**src/rtl/store_buffer_pkg.sv**
```systemverilog
// Shared types for the posted store buffer.
// Word, alignment-select and queue-entry definitions.
package store_buffer_pkg;

  typedef logic [31:0] word_t;
  typedef logic [1:0]  ALR_t;

  typedef struct packed {
    logic [29:0] waddr;
    word_t       data;
    logic [3:0]  strb;
  } sbuf_entry_t;

  localparam logic [1:0] SZ_BYTE = 2'b00;
  localparam logic [1:0] SZ_HALF = 2'b01;
  localparam logic [1:0] SZ_LR   = 2'b10;
  localparam logic [1:0] SZ_WORD = 2'b11;

endpackage

```
**src/rtl/store_buffer_memoutput.sv**
```systemverilog
// Store data aligner: places register data on byte lanes
// and produces the matching byte strobes.
module memoutput
  import store_buffer_pkg::*;
(
  input  logic [1:0] i_off,
  input  word_t      i_data,
  input  logic [1:0] i_size,
  input  ALR_t       i_alr,
  output word_t      o_wdata,
  output logic [3:0] o_wstrb
);

  logic [63:0] w_dd;
  logic [63:0] w_rotl;
  logic [63:0] w_rotr;

  assign w_dd   = {i_data, i_data};
  assign w_rotl = w_dd << {i_off, 3'b000};
  // 3 - off equals ~off for a 2-bit offset
  assign w_rotr = w_dd >> {~i_off, 3'b000};

  always_comb begin
    o_wdata = i_data;
    o_wstrb = 4'b1111;
    unique case (i_size)
      SZ_BYTE: begin
        o_wdata = {4{i_data[7:0]}};
        o_wstrb = 4'b0001 << i_off;
      end
      SZ_HALF: begin
        o_wdata = {2{i_data[15:0]}};
        o_wstrb = i_off[1] ? 4'b1100 : 4'b0011;
      end
      SZ_LR: begin
        if (i_alr[0]) begin
          o_wdata = w_rotr[31:0];
          o_wstrb = 4'b1111 >> ~i_off;
        end else begin
          o_wdata = w_rotl[63:32];
          o_wstrb = 4'b1111 << i_off;
        end
      end
      SZ_WORD: begin
        o_wdata = i_data;
        o_wstrb = 4'b1111;
      end
      default: ;
    endcase
  end

endmodule

```
**src/rtl/store_buffer.sv**
```systemverilog
// Posted store queue between MEM and the data-bus write port.
// In-order drain, same-word merge into the youngest idle entry.
module store_buffer
  import store_buffer_pkg::*;
#(
  parameter int DEPTH = 4
) (
  input  logic                   clk,
  input  logic                   rst,
  input  logic                   st_valid,
  output logic                   st_ready,
  input  logic [31:0]            st_addr,
  input  word_t                  st_data,
  input  logic [1:0]             st_size,
  input  ALR_t                   st_alr,
  input  logic                   ld_valid,
  input  logic [31:0]            ld_addr,
  output logic                   ld_hit,
  output logic                   bus_req,
  output logic [31:0]            bus_addr,
  output word_t                  bus_wdata,
  output logic [3:0]             bus_wstrb,
  input  logic                   bus_ack,
  output logic                   empty,
  output logic [$clog2(DEPTH):0] count
);

  localparam int PW = $clog2(DEPTH);
  localparam int CW = PW + 1;

  sbuf_entry_t       r_q [DEPTH];
  logic [PW-1:0]     r_head;
  logic [PW-1:0]     r_tail;
  logic [CW-1:0]     r_count;

  word_t             w_wdata;
  logic [3:0]        w_wstrb;
  logic [PW-1:0]     w_young;
  logic              w_acc;
  logic              w_pop;
  logic              w_merge;
  logic              w_alloc;
  logic              w_hit;
  logic [PW-1:0]     w_off;
  sbuf_entry_t       w_head;
  logic              w_unused_ld;

  memoutput u_align (
    .i_off   (st_addr[1:0]),
    .i_data  (st_data),
    .i_size  (st_size),
    .i_alr   (st_alr),
    .o_wdata (w_wdata),
    .o_wstrb (w_wstrb)
  );

  assign w_unused_ld = ^ld_addr[1:0];

  assign st_ready = r_count < CW'(DEPTH);
  assign bus_req  = r_count != '0;
  assign empty    = r_count == '0;
  assign count    = r_count;

  assign w_acc   = st_valid && st_ready;
  assign w_pop   = bus_req && bus_ack;
  assign w_young = r_tail - PW'(1);

  // With count==2 a pop promotes the youngest to head, so no merge.
  assign w_merge = w_acc
                && (r_count >= CW'(2))
                && (r_q[w_young].waddr == st_addr[31:2])
                && !(w_pop && r_count == CW'(2));
  assign w_alloc = w_acc && !w_merge;

  assign w_head    = r_q[r_head];
  assign bus_addr  = bus_req ? {w_head.waddr, 2'b00} : '0;
  assign bus_wdata = bus_req ? w_head.data : '0;
  assign bus_wstrb = bus_req ? w_head.strb : '0;

  always_comb begin
    w_hit = 1'b0;
    w_off = '0;
    for (int i = 0; i < DEPTH; i++) begin
      w_off = PW'(i) - r_head;
      if (({1'b0, w_off} < r_count)
          && (r_q[i].waddr == ld_addr[31:2]))
        w_hit = 1'b1;
    end
    ld_hit = ld_valid && w_hit;
  end

  always_ff @(posedge clk) begin
    if (rst) begin
      r_head  <= '0;
      r_tail  <= '0;
      r_count <= '0;
      for (int i = 0; i < DEPTH; i++)
        r_q[i] <= '0;
    end else begin
      if (w_merge) begin
        for (int b = 0; b < 4; b++)
          if (w_wstrb[b])
            r_q[w_young].data[8*b +: 8] <= w_wdata[8*b +: 8];
        r_q[w_young].strb <= r_q[w_young].strb | w_wstrb;
      end else if (w_alloc) begin
        r_q[r_tail].waddr <= st_addr[31:2];
        r_q[r_tail].data  <= w_wdata;
        r_q[r_tail].strb  <= w_wstrb;
        r_tail            <= r_tail + PW'(1);
      end
      if (w_pop)
        r_head <= r_head + PW'(1);
      unique case ({w_alloc, w_pop})
        2'b10:   r_count <= r_count + CW'(1);
        2'b01:   r_count <= r_count - CW'(1);
        default: r_count <= r_count;
      endcase
    end
  end

endmodule
```
**config.mk**
```make
export PLATFORM = sky130hd
export DESIGN_NAME = store_buffer
export DESIGN_NICKNAME = d
export VERILOG_FILES = /design/src/rtl/store_buffer_pkg.sv /design/src/rtl/store_buffer_memoutput.sv /design/src/rtl/store_buffer.sv
export SDC_FILE = /design/constraint.sdc
export NUM_CORES = 1
export LEC_CHECK = 0
export CORE_UTILIZATION = 45
export CTS_CLUSTER_DIAMETER = 60
export DETAILED_ROUTE_END_ITERATION = 8
export DONT_BUFFER_PORTS = 1
export SLEW_MARGIN = 20
export SYNTH_ARGS = -nofsm -noshare
export SYNTH_HDL_FRONTEND = slang
export SYNTH_SLANG_ARGS = --single-unit
```
**constraint.sdc**
```tcl
create_clock -name clk -period 12.6 [get_ports clk]
set_clock_uncertainty 0.05 [all_clocks]
set_input_delay 1.89 -clock clk [delete_from_list [all_inputs] [get_ports clk]]
set_output_delay 1.89 -clock clk [all_outputs]
set_load 0.02 [all_outputs]
```
==> flow_metrics.env, run 1 <==
export IMPL_status="completed"
export IMPL_firstDrtPassIters=6
export IMPL_drv_cap=0
export IMPL_timing_final_ws_setup_ps=6970
export IMPL_cts_htree_levels=1
export IMPL_synth_most_common_cell="edfxtp_1"
export IMPL_grt_pass1_wl_um=72600
export IMPL_syn_instance_count=1410
export IMPL_finish_utilization_pct=49.7
export IMPL_ir_drop_uv=119
export IMPL_rows=70
export IMPL_rsz0062_at_grt="no"
export IMPL_cts_resized=0
export IMPL_path_clk_slew_ps=60
export IMPL_r2r_slack_ps=6970
export IMPL_fill_cells=3226
export IMPL_ys_ff_latch=273
export IMPL_fin_nets=1464
export IMPL_drv_slew=0
export IMPL_cts_sinks=273
export IMPL_layout_drive_gt1_share_pct=15.4
export IMPL_startpoint_type="input pin"
export IMPL_powerDensity_nw_per_um2=165
export IMPL_synth_commonest_cells="264 x edfxtp_1, 161 x nor2_1, 108 x mux4_2"
export IMPL_dpl_cell_area_sq_um=17300
export IMPL_ys_async_sr_fraction_pct=0
export IMPL_multiInputGateArea_sq_um=8280
export IMPL_fmax_mhz=178
export IMPL_die_w_um=196
export IMPL_post_cts_setup_buffers=0
export IMPL_drc=0
export IMPL_final_antenna_net_count=0
export IMPL_instances_no_fill=1883
export IMPL_cts_tree="built"
export IMPL_grt_antenna_before_repair=1
export IMPL_critPathMaxFanout=4
export IMPL_period_needed_ps=5630
export IMPL_synth_cell_area_sq_um=17000
export IMPL_fp_coreArea_sq_um=36900
export IMPL_setup_viol=0
export IMPL_end_kind="output port"
export IMPL_cts_max_path_buffers=3
export IMPL_dp_cells=1825
export IMPL_finalSetupTns_ps=0
export IMPL_relSlewSlack_pct=30.2
export IMPL_postSynthAreaPerCell_sq_um=12.0
export IMPL_synthToLayoutAreaGrowth_pct=7.89
export IMPL_synth_main_ff_cell="edfxtp_1"
export IMPL_die_area_sq_um=38500
export IMPL_register_area_sq_um=8120
export IMPL_crit_arrival_ps=3690
export IMPL_worst_pin_slew_ps=1040
export IMPL_grt_total_usage_pct=25.7
export IMPL_synth_edf_count=264
export IMPL_yosysWarnings=0
export IMPL_root_buffer="clkbuf_16"
export IMPL_start_util_pct=46.0
export IMPL_synth_area_top_cells="edfxtp_1 47%, mux4_2 14%, xnor2_1 5.4%, nor2_1 3.6%, nor2b_1 3.5%"
export IMPL_gp_congestion=0.903
export IMPL_dpl_hpwl_um=34200
export IMPL_dp_worst_setup_slack_ps=6900
export IMPL_worstPathRequired_ps=10660
export IMPL_hp_class="reg2reg"
export IMPL_num_vias=11300
export IMPL_ys_seq_area_share_pct=47.8
export IMPL_final_hold_viol_count=0
export IMPL_ys_types=62
export IMPL_io_buffers=0
export IMPL_ctsHoldBuffers=0
export IMPL_clk_latency_ps=580
export IMPL_fin_area_sq_um=18300
export IMPL_grt_pass1_vias=11100
export IMPL_grt_max_degree=55
export IMPL_post_route_period_util_pct=44.7
export IMPL_drt_iter0_drc=1087
export IMPL_num_io_pins=180
export IMPL_via_per_inst=6.00
export IMPL_grt_ovfl_total=0
export IMPL_chipHeight_um=196
export IMPL_p_leak_nw=6.40
export IMPL_postRouteWirelength_um=49000
export IMPL_cts_buffers=30
export IMPL_yosysTopAreaCellShare_pct=46.7
export IMPL_drt_wirelength_per_cell_um=26.0
export IMPL_yosysTopAreaCell="edfxtp_1"
export IMPL_crit_type="in2out"
## worst paths after layout
check	endpoint	startpoint	depth (start not counted)
worst min register to register	register	r_head[0]$_SDFFE_PP0P_	2
worst max-delay path	ld_hit	ld_addr[9]	6
worst max register to register	count[2]$_SDFFE_PP0P_	r_tail[0]$_SDFFE_PP0N_	14
worst min-delay path	register	r_head[0]$_SDFFE_PP0P_	2
## power breakdown
group	switching, W	total [W]	internal, W
clock	0.000364	0.000875	0.000511
sequential	0.0000954	0.00120	0.00111
combinational	0.000584	0.000943	0.000359
total	0.00104	0.00302	0.00198
## cell usage in the layout (no fill, tap or decap), types with 5 or more instances in the layout
| cell | synthesis | final |
|---|---|---|
| o22ai_1 | 7 | 7 |
| mux2i_4 | 7 | 7 |
| nand4_1 | 29 | 29 |
| inv_1 | 52 | 51 |
| a221oi_1 | 6 | 6 |
| dfxtp_1 | 9 | 5 |
| clkinv_1 | 0 | 6 |
| clkbuf_1 | 77 | 5 |
| nand2b_1 | 8 | 8 |
| nand2_1 | 68 | 68 |
| or2_2 | 5 | 5 |
| ha_1 | 5 | 5 |
| and3_1 | 31 | 31 |
| and2_1 | 95 | 95 |
| o211ai_1 | 13 | 13 |
| o21ai_0 | 25 | 22 |
| nor2b_1 | 96 | 96 |
| nor4_1 | 18 | 18 |
| o311ai_0 | 9 | 9 |
| clkinv_2 | 0 | 6 |
| mux2_2 | 9 | 9 |
| mux4_2 | 108 | 108 |
| nor2_1 | 161 | 160 |
| xnor2_1 | 105 | 105 |
| clkbuf_16 | 0 | 31 |
| a22oi_1 | 6 | 6 |
| a211oi_1 | 10 | 10 |
| nand3b_1 | 5 | 5 |
| mux2i_1 | 31 | 31 |
| buf_4 | 2 | 15 |
| edfxtp_1 | 264 | 264 |
| xor2_1 | 51 | 51 |
| a21oi_1 | 23 | 23 |
## flip-flops by register name (all words and copies together) (netlist names), named ones only
register / cells
r_head: 2
r_q: 264
r_tail: 2
count: 3
## final cells by class
type	instances	share of cell area [%]
Multi-Input combinational cell	981	45.2
Clock buffer	40	4.64
Antenna cell	2	0.0273
Sequential cell	273	44.3
Inverter	52	1.07
Tap cell	504	3.44
Clock inverter	16	0.710
Timing Repair Buffer	15	0.615
## through the flow
stage | total power, W | hold WS (ps)
after floorplan | 0.00192 | 528
after global placement | 0.00216 | 566
after detailed placement | 0.00217 | 572
after CTS | 0.00304 | 586
after global routing | 0.00314 | 618
final | 0.00302 | 587
## critical path, stage by stage
cell and delay, ps:
xnor2_1 320, nand4_1 210, nor4_1 450, o2111ai_1 200, nor4_1 270, o41a_1 350
## logic make-up (layout without fill, tap and decap cells)
family / after synthesis / count (layout) / share of synthesized area, %
buf+inv: 157 / 123 / 3.89
simple gates: 531 / 531 / 16.4
other cells: 1 / 4 / 0.0221
flops: 273 / 273 / 47.8
mux: 156 / 156 / 17.8
xor+xnor: 156 / 156 / 8.05
fa+ha+maj: 6 / 6 / 0.486
compound gates: 130 / 130 / 5.59
## layer usage
metal  track usage (%)  wire, um  share of wire, %
met1              36.6     20500                42
met2              39.6     22400                46
met3              5.86      4930                10
met4              6.74      1160               2.4
met5                 0         0                 0
(Power assumes the default switching activity.)
==> run 2: changes to the inputs <==
==> constraint.sdc (replaced) <==
create_clock -name clk -period 5.4 [get_ports clk]
set_clock_uncertainty 0.05 [all_clocks]
set_input_delay 0.81 -clock clk [delete_from_list [all_inputs] [get_ports clk]]
set_output_delay 0.81 -clock clk [all_outputs]
set_load 0.02 [all_outputs]
==> run 2 against run 1 <==
Compared with the run above:
- sequential power up 140%
- final area hardly changed
- flip-flop and latch count unchanged
- die area did not move
- count of clock-buffer cells in the layout decreased by 1
- total power up 130%
- global-route usage hardly changed
- setup slack got worse by 6400 ps
- largest cell class unchanged
==> flow_metrics.env, run 2 (same netlist as run 1, synthesis figures left out) <==
export IMPL_layout_commonest_cell="edfxtp_1"
export IMPL_drt_iter0_drc=1252
export IMPL_chipHeight_um=196
export IMPL_root_buffer="clkbuf_16"
export IMPL_largest_register="r_q"
export IMPL_hp_class="in2reg"
export IMPL_critPathMaxFanout=54
export IMPL_period_needed_ps=4790
export IMPL_crit_type="reg2reg"
export IMPL_crit_arrival_ps=5010
export IMPL_dpl_hpwl_um=34500
export IMPL_p_leak_nw=6.41
export IMPL_drv_slew=0
export IMPL_num_vias=11400
export IMPL_grt_pass1_vias=11200
export IMPL_setup_viol=0
export IMPL_io_buffers=0
export IMPL_die_area_sq_um=38500
export IMPL_grt_pass1_wl_um=73300
export IMPL_worstPathRequired_ps=5630
export IMPL_ctsHoldBuffers=0
export IMPL_postRouteWirelength_um=49500
export IMPL_gp_congestion=0.902
export IMPL_drc=0
export IMPL_worst_pin_slew_ps=1060
export IMPL_rows=70
export IMPL_reg2regPathDepth=9
export IMPL_fmax_mhz=209
export IMPL_start_util_pct=46.0
export IMPL_drv_cap=0
export IMPL_powerDensity_nw_per_um2=381
export IMPL_synthToLayoutAreaGrowth_pct=7.97
export IMPL_cts_resized=0
export IMPL_layout_drive_gt1_share_pct=15.7
export IMPL_timing_rr_start="r_tail[0]$_SDFFE_PP0N_"
export IMPL_cts_tree="built"
export IMPL_rsz0062_at_grt="no"
export IMPL_ir_drop_uv=269
export IMPL_firstDrtPassIters=5
export IMPL_cts_htree_levels=1
export IMPL_grt_max_degree=55
export IMPL_instances_no_fill=1892
export IMPL_fp_coreArea_sq_um=36900
export IMPL_clk_latency_ps=580
export IMPL_cp_startpoint="r_tail[0]$_SDFFE_PP0N_"
export IMPL_cts_buffers=31
export IMPL_r2r_slack_ps=610
export IMPL_finalSetupTns_ps=0
export IMPL_largest_register_ffs=264
export IMPL_grt_antenna_before_repair=2
export IMPL_post_route_period_util_pct=88.6
export IMPL_final_hold_viol_count=0
export IMPL_via_per_inst=6.03
export IMPL_fin_nets=1475
export IMPL_post_cts_setup_buffers=0
export IMPL_timing_hold_ws_ps=260
export IMPL_end_kind="register"
export IMPL_path_clk_slew_ps=60
export IMPL_startpoint_type="register"
export IMPL_num_io_pins=180
export IMPL_drt_wirelength_per_cell_um=26.2
export IMPL_status="completed"
export IMPL_final_antenna_net_count=0
export IMPL_final_cell_mix="264 x edfxtp_1, 160 x nor2_1, 108 x mux4_2"
export IMPL_grt_ovfl_total=0
export IMPL_die_w_um=196
export IMPL_cts_sinks=273
export IMPL_endpoint="r_q[1][47]$_SDFFCE_PN0P_"
export IMPL_cts_max_path_buffers=3
export IMPL_grt_total_usage_pct=25.8
export IMPL_relSlewSlack_pct=29.3
export IMPL_dp_cells=1835
export IMPL_reg2reg_to="r_q[1][47]$_SDFFCE_PN0P_"
==> run 2: changes by cell type in the layout (fill, tap and decap cells not counted), moves of 2 or more <==
cell,delta
clkinv_2,-2
clkbuf_8,-4
clkinvlp_4,+3
buf_4,+10
clkbuf_1,+3
==> run 2: critical path, cell delays in order (launching register included) <==
cell,delay (ps)
dfxtp_4,860
mux4_2,600
xnor2_1,170
nand4_1,230
nor4_4,120
nand4_4,110
buf_4,650
nand3_1,390
o21ai_4,870
buf_4,350
==> run 2: power by group <==
group	leakage (nW)	switching (W)	total [W]	internal, W
logic	3.13	0.00130	0.00216	0.000854
registers	2.83	0.000290	0.00287	0.00258
clock network	0.442	0.000861	0.00196	0.00110
total	6.41	0.00245	0.00699	0.00453
==> run 2: area by class of cell <==
type	count	area (sq um)
clock buffers	39	806
multi-input cells	981	8270
well taps	504	631
repair buffers	25	188
clock inverters	16	118
diodes	2	5.00
inverters	52	195
flip-flops and latches	273	8120
fillers	3274	18500
==> run 2: worst min path at each step <==
stage                                      start                      to  slack [ps]  cells past startpoint
after detailed placement  r_head[1]$_SDFFE_PP0P_                register         560                      3
after floorplan           r_head[1]$_SDFFE_PP0P_                register         530                      3
final                                        rst                register         260                      1
after global routing                         rst                register         240                      1
after global placement    r_head[0]$_SDFFE_PP0P_  r_head[0]$_SDFFE_PP0P_         560                      2
after CTS                                    rst                register         230                      1
==> run 2: through the flow <==
step	utilization, %	setup slack, ps	total power [W]	area (sq um)
finish	49.7	614	0.00699	18300
global route	49.7	341	0.00727	18300
CTS	49.7	592	0.00703	18300
detailed placement	47.2	589	0.00509	17400
global placement	47.2	562	0.00506	17400
floorplan	-	523	0.00448	17000
==> run 2: metal layers <==
layer	global-route usage [%]	part of all wire (%)	vias to the layer above
met5	0	0	-
met4	4.48	1.4	0
met3	5.36	9.3	47
met2	40.6	46	495
met1	37.1	43	5802
li1	-	-	5059
==> run 3: changes to the inputs <==
--- a/config.mk
+++ b/config.mk
@@ -12,4 +12,5 @@
 export SLEW_MARGIN = 20
 export SYNTH_ARGS = -nofsm -noshare
 export SYNTH_HDL_FRONTEND = slang
+export SYNTH_HIERARCHICAL = 1
 export SYNTH_SLANG_ARGS = --single-unit
==> run 3 against run 2 <==
Compared with the run above:
- total power grew 7.9%
- critical path type unchanged
- flip-flop and latch count unchanged
- non-clock buffer count rose by 10
- sequential share of layout area down 0.71 points
- area after synthesis up 1.3%
- core utilization decreased by 0.26 points
- register-to-register slack better by 60 ps
- largest cell class unchanged
==> flow_metrics.env, run 3 <==
export IMPL_status="completed"
export IMPL_critPathMaxFanout=27
export IMPL_ys_ff_latch=273
export IMPL_ctsHoldBuffers=0
export IMPL_yosysWarnings=6
export IMPL_startpoint_type="register"
export IMPL_clk_latency_ps=540
export IMPL_io_buffers=0
export IMPL_synth_area_top_cells="edfxtp_1 46%, mux4_2 13%, xnor2_1 5.7%, and2_1 3.8%, nor2b_1 2.7%"
export IMPL_fin_area_sq_um=18600
export IMPL_hold_depth=1
export IMPL_cts_max_path_buffers=3
export IMPL_grt_total_usage_pct=26.8
export IMPL_drv_slew=0
export IMPL_cp_common_cell="inv_1"
export IMPL_hp_class="in2reg"
export IMPL_end_kind="register"
export IMPL_cts_resized=0
export IMPL_drc=0
export IMPL_layout_commonest_cell="edfxtp_1"
export IMPL_postRouteWirelength_um=52400
export IMPL_slowest_stage="dfxtp_4"
export IMPL_post_route_period_util_pct=87.5
export IMPL_ir_drop_uv=290
export IMPL_grt_pass1_wl_um=76800
export IMPL_antenna_cells=0
export IMPL_via_per_inst=6.32
export IMPL_p_leak_nw=6.46
export IMPL_synth_most_common_cell="edfxtp_1"
export IMPL_path_clk_slew_ps=60
export IMPL_top_usage_layer="met2"
export IMPL_r2r_slack_ps=680
export IMPL_die_area_sq_um=39000
export IMPL_synth_main_ff_cell="edfxtp_1"
export IMPL_path_cells="mux4_2 -> xnor2_1 -> nand4_1 -> or4_4 -> o31a_1 -> inv_1 -> ha_1 -> inv_1 -> fa_1 -> xor2_1 -> or3_1 -> a21oi_1"
export IMPL_synth_edf_count=264
export IMPL_finalSetupTns_ps=0
export IMPL_num_io_pins=180
export IMPL_grt_antenna_before_repair=0
export IMPL_fill_cells=3410
export IMPL_grt_pass1_vias=11700
export IMPL_grt_ovfl_total=0
export IMPL_post_cts_setup_buffers=0
export IMPL_holdPathEnd="r_tail[0]$_SDFFE_PP0N_"
export IMPL_timing_rr_start="r_tail[1]$_SDFFE_PP0N_"
export IMPL_crit_type="reg2reg"
export IMPL_rsz0062_at_grt="no"
export IMPL_root_buffer="clkbuf_16"
export IMPL_fp_coreArea_sq_um=37700
export IMPL_powerDensity_nw_per_um2=404
export IMPL_grt_max_degree=67
export IMPL_synth_commonest_cells="264 x edfxtp_1, 112 x xnor2_1, 104 x and2_1"
export IMPL_final_antenna_net_count=0
export IMPL_syn_instance_count=1424
export IMPL_use_met3_pct=5.72
export IMPL_cts_tree="built"
export IMPL_rows=71
export IMPL_relSlewSlack_pct=35.8
export IMPL_reg2regPathDepth=12
export IMPL_die_w_um=197
export IMPL_cts_sinks=273
export IMPL_fin_nets=1488
export IMPL_postSynthAreaPerCell_sq_um=12.1
export IMPL_instances_no_fill=1910
export IMPL_yosysTopAreaCell="edfxtp_1"
export IMPL_worstHoldStart="rst"
export IMPL_ys_types=69
export IMPL_synth_cell_area_sq_um=17200
export IMPL_cts_htree_levels=2
export IMPL_yosysTopAreaCellShare_pct=46.1
export IMPL_final_cell_mix="264 x edfxtp_1, 112 x xnor2_1, 104 x and2_1"
export IMPL_firstDrtPassIters=5
export IMPL_drt_wirelength_per_cell_um=27.4
export IMPL_largest_register="r_q"
export IMPL_start_util_pct=45.6
export IMPL_layout_drive_gt1_share_pct=17.2
export IMPL_worst_pin_slew_ps=964
export IMPL_worstPathRequired_ps=5810
export IMPL_ys_async_sr_fraction_pct=0
export IMPL_drt_iter0_drc=1263
export IMPL_ys_seq_area_share_pct=47.2
export IMPL_drv_cap=0
export IMPL_dpl_cell_area_sq_um=17600
export IMPL_num_vias=12100
export IMPL_setup_viol=0
export IMPL_cts_buffers=34
export IMPL_critPathMaxStageDelay_ps=720
export IMPL_grtUsageMet1_pct=38.7
export IMPL_final_hold_viol_count=0
export IMPL_synthToLayoutAreaGrowth_pct=8.35
export IMPL_chipHeight_um=197
export IMPL_power_w=0.00753
export IMPL_reg2reg_to="count[2]$_SDFFE_PP0P_"
export IMPL_dp_cells=1851
export IMPL_dpl_hpwl_um=35400
export IMPL_gp_congestion=0.948
export IMPL_period_needed_ps=4720
export IMPL_grt_util_met2_pct=40.6
export IMPL_fmax_mhz=212
export IMPL_largest_register_ffs=264
export IMPL_crit_arrival_ps=5140
## run 3: cell count changes after synthesis, sizes merged, moves of 17 or more
cell,change
nor4,+31
mux2,+31
o22ai,+35
nor2b,-22
mux2i,-17
buf,+25
nor3,+49
nor2,-96
## run 3: worst max-delay path, delay by kind of cell, from the launching register on
| family | cells | cell delay (ps) |
|---|---|---|
| AO/OA/AOI/OAI | 2 | 680 |
| flip-flops | 1 | 720 |
| multiplexers | 1 | 590 |
| XOR/XNOR | 2 | 620 |
| AND/OR/NAND/NOR | 3 | 1070 |
| buffers and inverters | 2 | 290 |
| adder cells (fa/ha/maj) | 2 | 570 |
## run 3: cells by family (layout without fill, tap and decap cells)
logic type / Yosys count / after routing / share of synthesized area, %
AO/OA/AOI/OAI: 162 / 162 / 6.94
XOR/XNOR: 155 / 155 / 7.90
adder cells (fa/ha/maj): 6 / 6 / 0.480
buffers and inverters: 171 / 145 / 4.54
flip-flops: 273 / 273 / 47.2
multiplexers: 158 / 158 / 16.6
other: 1 / 2 / 0.0218
AND/OR/NAND/NOR: 498 / 498 / 16.4
## run 3: how the worst max path moves through the flow
stage                      startpoint                        to  slack (ps)
2_1_floorplan  r_tail[1]$_SDFFE_PP0N_  r_q[2][36]$_SDFFCE_PN0P_         520
3_3_place_gp   r_tail[1]$_SDFFE_PP0N_      r_q[3][33]$_DFFE_PP_         700
3_5_place_dp   r_tail[1]$_SDFFE_PP0N_      r_q[3][32]$_DFFE_PP_         690
4_1_cts        r_tail[1]$_SDFFE_PP0N_      r_q[3][31]$_DFFE_PP_         680
5_1_grt        r_tail[1]$_SDFFE_PP0N_     count[2]$_SDFFE_PP0P_         450
6_report       r_tail[1]$_SDFFE_PP0N_     count[2]$_SDFFE_PP0P_         680
## run 3: cell type report
type	instances	area, sq um	area share, %
clock buffer	48	925	4.96
clock inverter	10	103	0.551
inverter	52	195	1.05
multi-input combinational	981	8340	44.8
sequential	273	8120	43.6
tap	511	639	3.43
timing repair buffer	35	308	1.65
## run 3: power breakdown
part	total (W)	switching, W	leakage (nW)	internal, W
Sequential	0.00292	0.000297	2.84	0.00263
Clock	0.00214	0.000889	0.488	0.00125
Combinational	0.00248	0.00150	3.13	0.000976
Total	0.00753	0.00268	6.46	0.00485
## run 3: through the flow
stage | util (%) | hold slack, ps | setup WS (ps)
after floorplan | - | 528 | 525
after global placement | 46.7 | 564 | 704
after detailed placement | 46.7 | 560 | 689
after CTS | 49.4 | 285 | 678
after global routing | 49.5 | 313 | 453
final | 49.5 | 360 | 676
## run 3: routing by layer
| layer | part of all wire (%) | up-vias |
|---|---|---|
| li1 | - | 5269 |
| met5 | 0 | - |
| met3 | 9.1 | 65 |
| met1 | 43 | 6136 |
| met4 | 2.2 | 0 |
| met2 | 46 | 601 |
